[config.mk]
export PLATFORM = sky130hd
export DESIGN_NAME = multi_space_timer
export DESIGN_NICKNAME = d
export VERILOG_FILES = /design/src/rtl/parking_pkg.sv /design/src/rtl/space_timer_ch.sv /design/src/rtl/multi_space_timer.sv
export SDC_FILE = /design/constraint.sdc
export NUM_CORES = 1
export LEC_CHECK = 0
export ABC_CLOCK_PERIOD_IN_PS = 7100
export CAP_MARGIN = 10
export CORE_UTILIZATION = 27
export DETAILED_ROUTE_END_ITERATION = 8
export PLACE_DENSITY_LB_ADDON = 0.05
export SKIP_CTS_REPAIR_TIMING = 1
export SLEW_MARGIN = 20
export SYNTH_ARGS = -nofsm -noshare
export SYNTH_HDL_FRONTEND = slang
export SYNTH_SLANG_ARGS = --single-unit
[constraint.sdc]
create_clock -name clk_1Hz -period 7.1 [get_ports clk_1Hz]
set_input_delay 2.13 -clock clk_1Hz [delete_from_list [all_inputs] [get_ports clk_1Hz]]
set_output_delay 2.13 -clock clk_1Hz [all_outputs]
set_load 0.03 [all_outputs]
[src/rtl/parking_pkg.sv]
// Shared definitions for the parking-space timer.
// Holds the per-space FSM state encoding and the default terminal count
// (one hour minus one second).
package parking_pkg;

    typedef enum logic [1:0] {
        VACANT   = 2'd0,
        OCCUPIED = 2'd1,
        HOLD     = 2'd2
    } space_state_t;

    localparam int unsigned DEFAULT_MAX_SEC = 3599;

endpackage

[src/rtl/space_timer_ch.sv]
// One parking-space channel: VACANT/OCCUPIED/HOLD FSM, seconds counter and
// optional sticky overflow flag.
// Config macro: MULTI_SPACE_TIMER_OVF_EN enables the overflow flag; when it is
// undefined ovf is tied to 0.
// Ports:
//   clk_1Hz    - 1 Hz clock, rising edge
//   rst        - asynchronous active-high reset
//   parked     - vehicle present in this space
//   clr        - host acknowledge/clear, honoured only in HOLD
//   sec_count  - seconds occupied (registered, frozen in HOLD)
//   done       - high while in HOLD (registered)
//   ovf        - sticky overflow flag (registered)
//   occ_nxt_c  - combinational: next state is OCCUPIED
module space_timer_ch
    import parking_pkg::*;
#(
    parameter int unsigned CNT_W    = 12,
    parameter int unsigned MAX_SEC  = DEFAULT_MAX_SEC,
    parameter int unsigned SATURATE = 0
) (
    input  logic             clk_1Hz,
    input  logic             rst,
    input  logic             parked,
    input  logic             clr,
    output logic [CNT_W-1:0] sec_count,
    output logic             done,
    output logic             ovf,
    output logic             occ_nxt_c
);

    localparam logic [CNT_W-1:0] MAX_C = CNT_W'(MAX_SEC);

    space_state_t state;
    logic         at_max;

    assign at_max = (sec_count == MAX_C);

    // FSM, counter and done flag
    always_ff @(posedge clk_1Hz or posedge rst) begin
        if (rst) begin
            state     <= VACANT;
            sec_count <= '0;
            done      <= 1'b0;
        end else begin
            case (state)
                VACANT: begin
                    sec_count <= '0;
                    if (parked) begin
                        state <= OCCUPIED;
                    end
                end
                OCCUPIED: begin
                    if (parked) begin
                        if (at_max) begin
                            sec_count <= (SATURATE != 0) ? MAX_C : '0;
                        end else begin
                            sec_count <= sec_count + CNT_W'(1);
                        end
                    end else begin
                        // departure: freeze the count, no increment this edge
                        state <= HOLD;
                        done  <= 1'b1;
                    end
                end
                HOLD: begin
                    // re-arrival without clr is ignored; clr+parked re-arms directly
                    if (clr) begin
                        state     <= parked ? OCCUPIED : VACANT;
                        sec_count <= '0;
                        done      <= 1'b0;
                    end
                end
                default: begin
                    state     <= VACANT;
                    sec_count <= '0;
                    done      <= 1'b0;
                end
            endcase
        end
    end

    // Next-state-is-OCCUPIED flag feeding the top-level popcount
    always_comb begin
        occ_nxt_c = 1'b0;
        case (state)
            VACANT:   occ_nxt_c = parked;
            OCCUPIED: occ_nxt_c = parked;
            HOLD:     occ_nxt_c = clr & parked;
            default:  occ_nxt_c = 1'b0;
        endcase
    end

`ifdef MULTI_SPACE_TIMER_OVF_EN
    // Sticky overflow: set when a count at MAX_SEC takes another increment
    always_ff @(posedge clk_1Hz or posedge rst) begin
        if (rst) begin
            ovf <= 1'b0;
        end else if ((state == OCCUPIED) && parked && at_max) begin
            ovf <= 1'b1;
        end else if ((state == HOLD) && clr) begin
            ovf <= 1'b0;
        end
    end
`else
    assign ovf = 1'b0;
`endif

endmodule

[src/rtl/multi_space_timer.sv]
// Multi-space parking timer: NUM_SPACES independent space_timer_ch channels
// plus a registered count of spaces currently OCCUPIED.
// Config macro: MULTI_SPACE_TIMER_OVF_EN (per-space sticky overflow flags).
// Ports:
//   clk_1Hz      - 1 Hz clock, rising edge
//   rst          - asynchronous active-high reset
//   parked       - per-space vehicle present
//   clr          - per-space host clear (effective in HOLD only)
//   sec_count    - packed counters, space i at [i*CNT_W +: CNT_W]
//   done         - per-space HOLD indicator
//   ovf          - per-space sticky overflow
//   occupied_cnt - number of spaces in OCCUPIED
module multi_space_timer
    import parking_pkg::*;
#(
    parameter int unsigned NUM_SPACES = 4,
    parameter int unsigned CNT_W      = 12,
    parameter int unsigned MAX_SEC    = DEFAULT_MAX_SEC,
    parameter int unsigned SATURATE   = 0
) (
    input  logic                              clk_1Hz,
    input  logic                              rst,
    input  logic [NUM_SPACES-1:0]             parked,
    input  logic [NUM_SPACES-1:0]             clr,
    output logic [NUM_SPACES*CNT_W-1:0]       sec_count,
    output logic [NUM_SPACES-1:0]             done,
    output logic [NUM_SPACES-1:0]             ovf,
    output logic [$clog2(NUM_SPACES+1)-1:0]   occupied_cnt
);

    localparam int unsigned OCC_W = $clog2(NUM_SPACES + 1);

    logic [NUM_SPACES-1:0] occ_nxt;
    logic [OCC_W-1:0]      occ_sum;

    // Per-space channels
    for (genvar g = 0; g < NUM_SPACES; g++) begin : g_ch
        space_timer_ch #(
            .CNT_W    (CNT_W),
            .MAX_SEC  (MAX_SEC),
            .SATURATE (SATURATE)
        ) u_ch (
            .clk_1Hz   (clk_1Hz),
            .rst       (rst),
            .parked    (parked[g]),
            .clr       (clr[g]),
            .sec_count (sec_count[g*CNT_W +: CNT_W]),
            .done      (done[g]),
            .ovf       (ovf[g]),
            .occ_nxt_c (occ_nxt[g])
        );
    end

    // Popcount of next-state OCCUPIED, so the register matches the FSMs' new state
    always_comb begin
        occ_sum = '0;
        for (int i = 0; i < NUM_SPACES; i++) begin
            occ_sum = occ_sum + OCC_W'(occ_nxt[i]);
        end
    end

    always_ff @(posedge clk_1Hz or posedge rst) begin
        if (rst) begin
            occupied_cnt <= '0;
        end else begin
            occupied_cnt <= occ_sum;
        end
    end

endmodule

==> results by group <==
GRT
  – Largest net degree at the start of global routing: 64
  – Global route overflow: 0
  – First-pass GRT wire length: ~14000 um
  – Vias in the first global route: around 2.7k
  – Tot GR Track Use: 0.140
  – Initial antenna violation count: 0

STA
  – Crit path time final: between 3000 and 4000 ps
  – Skew final: about 5 ps
  – RSZ-0062 raised after global routing: no
  – Tcrit/Tclk final: 0.536
  – Fmax: 263 MHz
  – Final setup margin: 3290 ps
  – TNS Setup: 0 ps
  – Final Max Tran Viols: 0
  – Final setup vio count: 0
  – Slew @ Worst Pin: about 860 ps
  – Slew HR: 0.426
  – Fin. Hold Viols: 0

Floorplan
  – Ports: 69
  – Die W: about 110 um
  – Initial core utilization: 0.278
  – Core area: between 0.01 and 0.015 sq mm
  – Row cnt: 40
  – Die H: 113 um
  – DIE AREA: 0.0129 sq mm

Cells and area
  – Design area: 0.00442 sq mm
  – P&R area growth vs syn: 31.6%
  – Layout cell share with drive strength beyond 1: 0.0805
  – Antenna diodes: 0
  – Fill cells: 1229
  – Fin nets: between 400 and 500

Worst setup path
  – Setup crit end kind: flop
  – Reg2reg path depth: 5
  – Worst path required time: approximately 7300 ps
  – Critical path arrival: ~4000 ps
  – Crit path launch type: input pin
  – Reg-to-reg endpoint: g_ch[2].u_ch.sec_count[7]
  – FF-to-FF Start: g_ch[2].u_ch.sec_count[1]
  – Critical Path Fanout Max: 3
  – R2r setup slk: between 4000 and 5000 ps
  – Critical path class: in -> reg

Power
  – Combinational cell fraction of total power: 0.146
  – Sw frac: 0.279
  – Share of power burned in registers: 0.421
  – Clk pwr share: 0.433
  – Worst vdd ir: about 0.084 mV
  – P_leak: 1.77 nW
  – NetSw: about 0.00026 W
  – Pwr dens: between 200 and 250 mW/mm^2
  – Internal: between 0.0006 and 0.0007 W

CTS
  – Root Buffer Master: clkbuf_16
  – Clock sink total: 63
  – CTS tree: yes
  – Clock Pin Slew Worst Setup and Hold Paths: 50 ps
  – H-tree depth: 3
  – Clk buf depth: 2
  – Clock Latency Late Sink: around 340 ps
  – Total CTS buffers: 9

Synthesis
  – Cell taking the most area after synthesis: dfrtp_1
  – Post-synth top flop: dfrtp_1
  – YS warnings: 0
  – Post-Synthesis Cell Area: 0.00335 sq mm
  – Post-synth ARST share: 1.00
  – Commonest cells in the netlist: dfrtp_1 (63), nor2_1 (30), inv_1 (24)
  – Post-synthesis register bit count: 63
  – Synth top area cells: dfrtp_1 (47%), xnor2_1 (5.0%), nor2_1 (3.4%), nand3_1 (2.7%), inv_1 (2.7%)
  – Mean Syn Cell Area: roughly 9.9 sq um
  – Post-synth top area share: 0.470
  – EDFF count, synth: 0
  – Most frequent cell after synthesis: dfrtp_1
  – Post-Syn Instances: roughly 340
  – Netlist cell types: 52
  – Post-synthesis sequential area ratio: 0.470

Place
  – HPWL Detailed: 5540 um
  – Routability cong.: ~0.75
  – Port Buf Inserts: 64
  – Placed Area: just over 0.004 sq mm
  – Place WS: between 2000 and 3000 ps

Detailed routing
  – Post-DR vias/cell: around 4.8
  – DRT Pass-1 Iters: 4
  – Drt drc: 0
  – DRT iter0 DRCs: 89
  – Final ANT Viol Nets: 0
  – Via count: around 2.8k
  – Detailed-route wire length per cell: around 14 um
  – WL final: between 8000 and 9000 um

Min path
  – Hold Path Cell Cnt: 1
  – Hold Path End: g_ch[3].u_ch.done
  – Hold path startpoint: g_ch[3].u_ch.done
  – Hold crit path type: reg -> reg

Flow run
  – Max-cap violations: 0

Outcome
  – Status: complete, no violations
[registers in the layout (all words and copies together), names as in the netlist]
name / count
occupied_cnt: 3
g_ch.u_ch.state: 8
g_ch.u_ch.sec_count: 48
g_ch.u_ch.done: 4
[stage by stage]
step	power, W	hold WS [ps]	instances	utilization
floorplan	0.000496	451	342	-
global placement	0.000545	479	564	0.344
detailed placement	0.000545	477	564	0.344
CTS	0.000964	499	578	0.366
global route	0.000995	521	578	0.366
finish	0.000944	488	578	0.366
[per-layer routing]
metal	vias to the layer above	share of wire	global-route usage
li1	1356	-	-
met1	1337	0.49	0.187
met2	52	0.45	0.205
met3	10	0.035	0.0388
met4	0	0.022	0.0763
met5	-	0	0
[worst max-delay path, cell delays in order]
cell and delay (ps):
clkdlybuf4s50_1 530, inv_1 50, o21ai_0 110, and2_1 160, inv_1 60, fa_1 480, inv_1 50, ha_1 190
ha_1 270
[cells in the final DEF (no fill, tap or decap), types with 2 or more instances in the layout]
master / netlist / routed
xnor2_1: 19 / 19
conb_1: 1 / 4
inv_1: 24 / 23
clkbuf_16: 0 / 9
mux2_2: 4 / 4
nor3b_2: 6 / 6
nor4bb_1: 2 / 2
or3_1: 4 / 4
and3_1: 5 / 5
o21ai_0: 10 / 10
o31ai_1: 6 / 6
ha_1: 6 / 6
nor4_1: 11 / 11
nor3_1: 9 / 9
nor4b_1: 3 / 3
nand4_1: 7 / 7
a22o_1: 5 / 5
dfrtp_1: 63 / 63
nor2_1: 30 / 30
nand3b_1: 4 / 4
a21oi_1: 13 / 13
a21o_1: 4 / 4
nand2b_1: 2 / 2
and2_1: 3 / 3
xor2_1: 5 / 5
nand3_1: 18 / 18
nand2_1: 19 / 19
a21boi_0: 2 / 2
clkbuf_1: 1 / 2
a31oi_1: 12 / 12
or4_1: 6 / 6
nor3b_1: 3 / 3
clkdlybuf4s50_1: 0 / 64
and4_1: 4 / 4
inv_2: 1 / 2
clkbuf_8: 0 / 2
[logic make-up after synthesis]
logic type | Yosys count | synth area share
other | 1 | 0.00112
AO/OA/AOI/OAI | 57 | 0.109
AND/OR/NAND/NOR | 147 | 0.265
adder cells (fa/ha/maj) | 7 | 0.0283
multiplexers | 4 | 0.0134
XOR/XNOR | 24 | 0.0627
flip-flops | 63 | 0.470
buffers and inverters | 36 | 0.0500
[power groups by stage]
| stage | Sequential, W | Clock (W) | Combinational (W) |
|---|---|---|---|
| 2_1_floorplan | 0.000417 | 0 | 0.0000793 |
| 3_3_place_gp | 0.000404 | 0 | 0.000141 |
| 3_5_place_dp | 0.000404 | 0 | 0.000141 |
| 4_1_cts | 0.000398 | 0.000425 | 0.000142 |
| 5_1_grt | 0.000402 | 0.000440 | 0.000153 |
| 6_report | 0.000398 | 0.000409 | 0.000138 |
[how the worst max path moves through the flow]
stage | startpoint | to | slack [ps] | cells past startpoint
after floorplan | rst | g_ch[0].u_ch.done | 3400 | 1
after global placement | clr[3] | occupied_cnt[1] | 2970 | 9
after CTS | clr[3] | occupied_cnt[1] | 3280 | 9
after global routing | clr[3] | occupied_cnt[1] | 3120 | 9
after detailed placement | clr[3] | occupied_cnt[1] | 2920 | 9
final | clr[3] | occupied_cnt[1] | 3290 | 9
[layout make-up]
cell class,instances,area [sq um],area share
flip-flops and latches,63,1580,0.357
multi-input cells,243,1620,0.367
well taps,168,210,0.0476
inverters,25,93.8,0.0213
clock inverters,1,5.00,0.00113
repair buffers,65,648,0.147
clock buffers,13,260,0.0589
No activity file was read; power rests on OpenSTA's default activity.
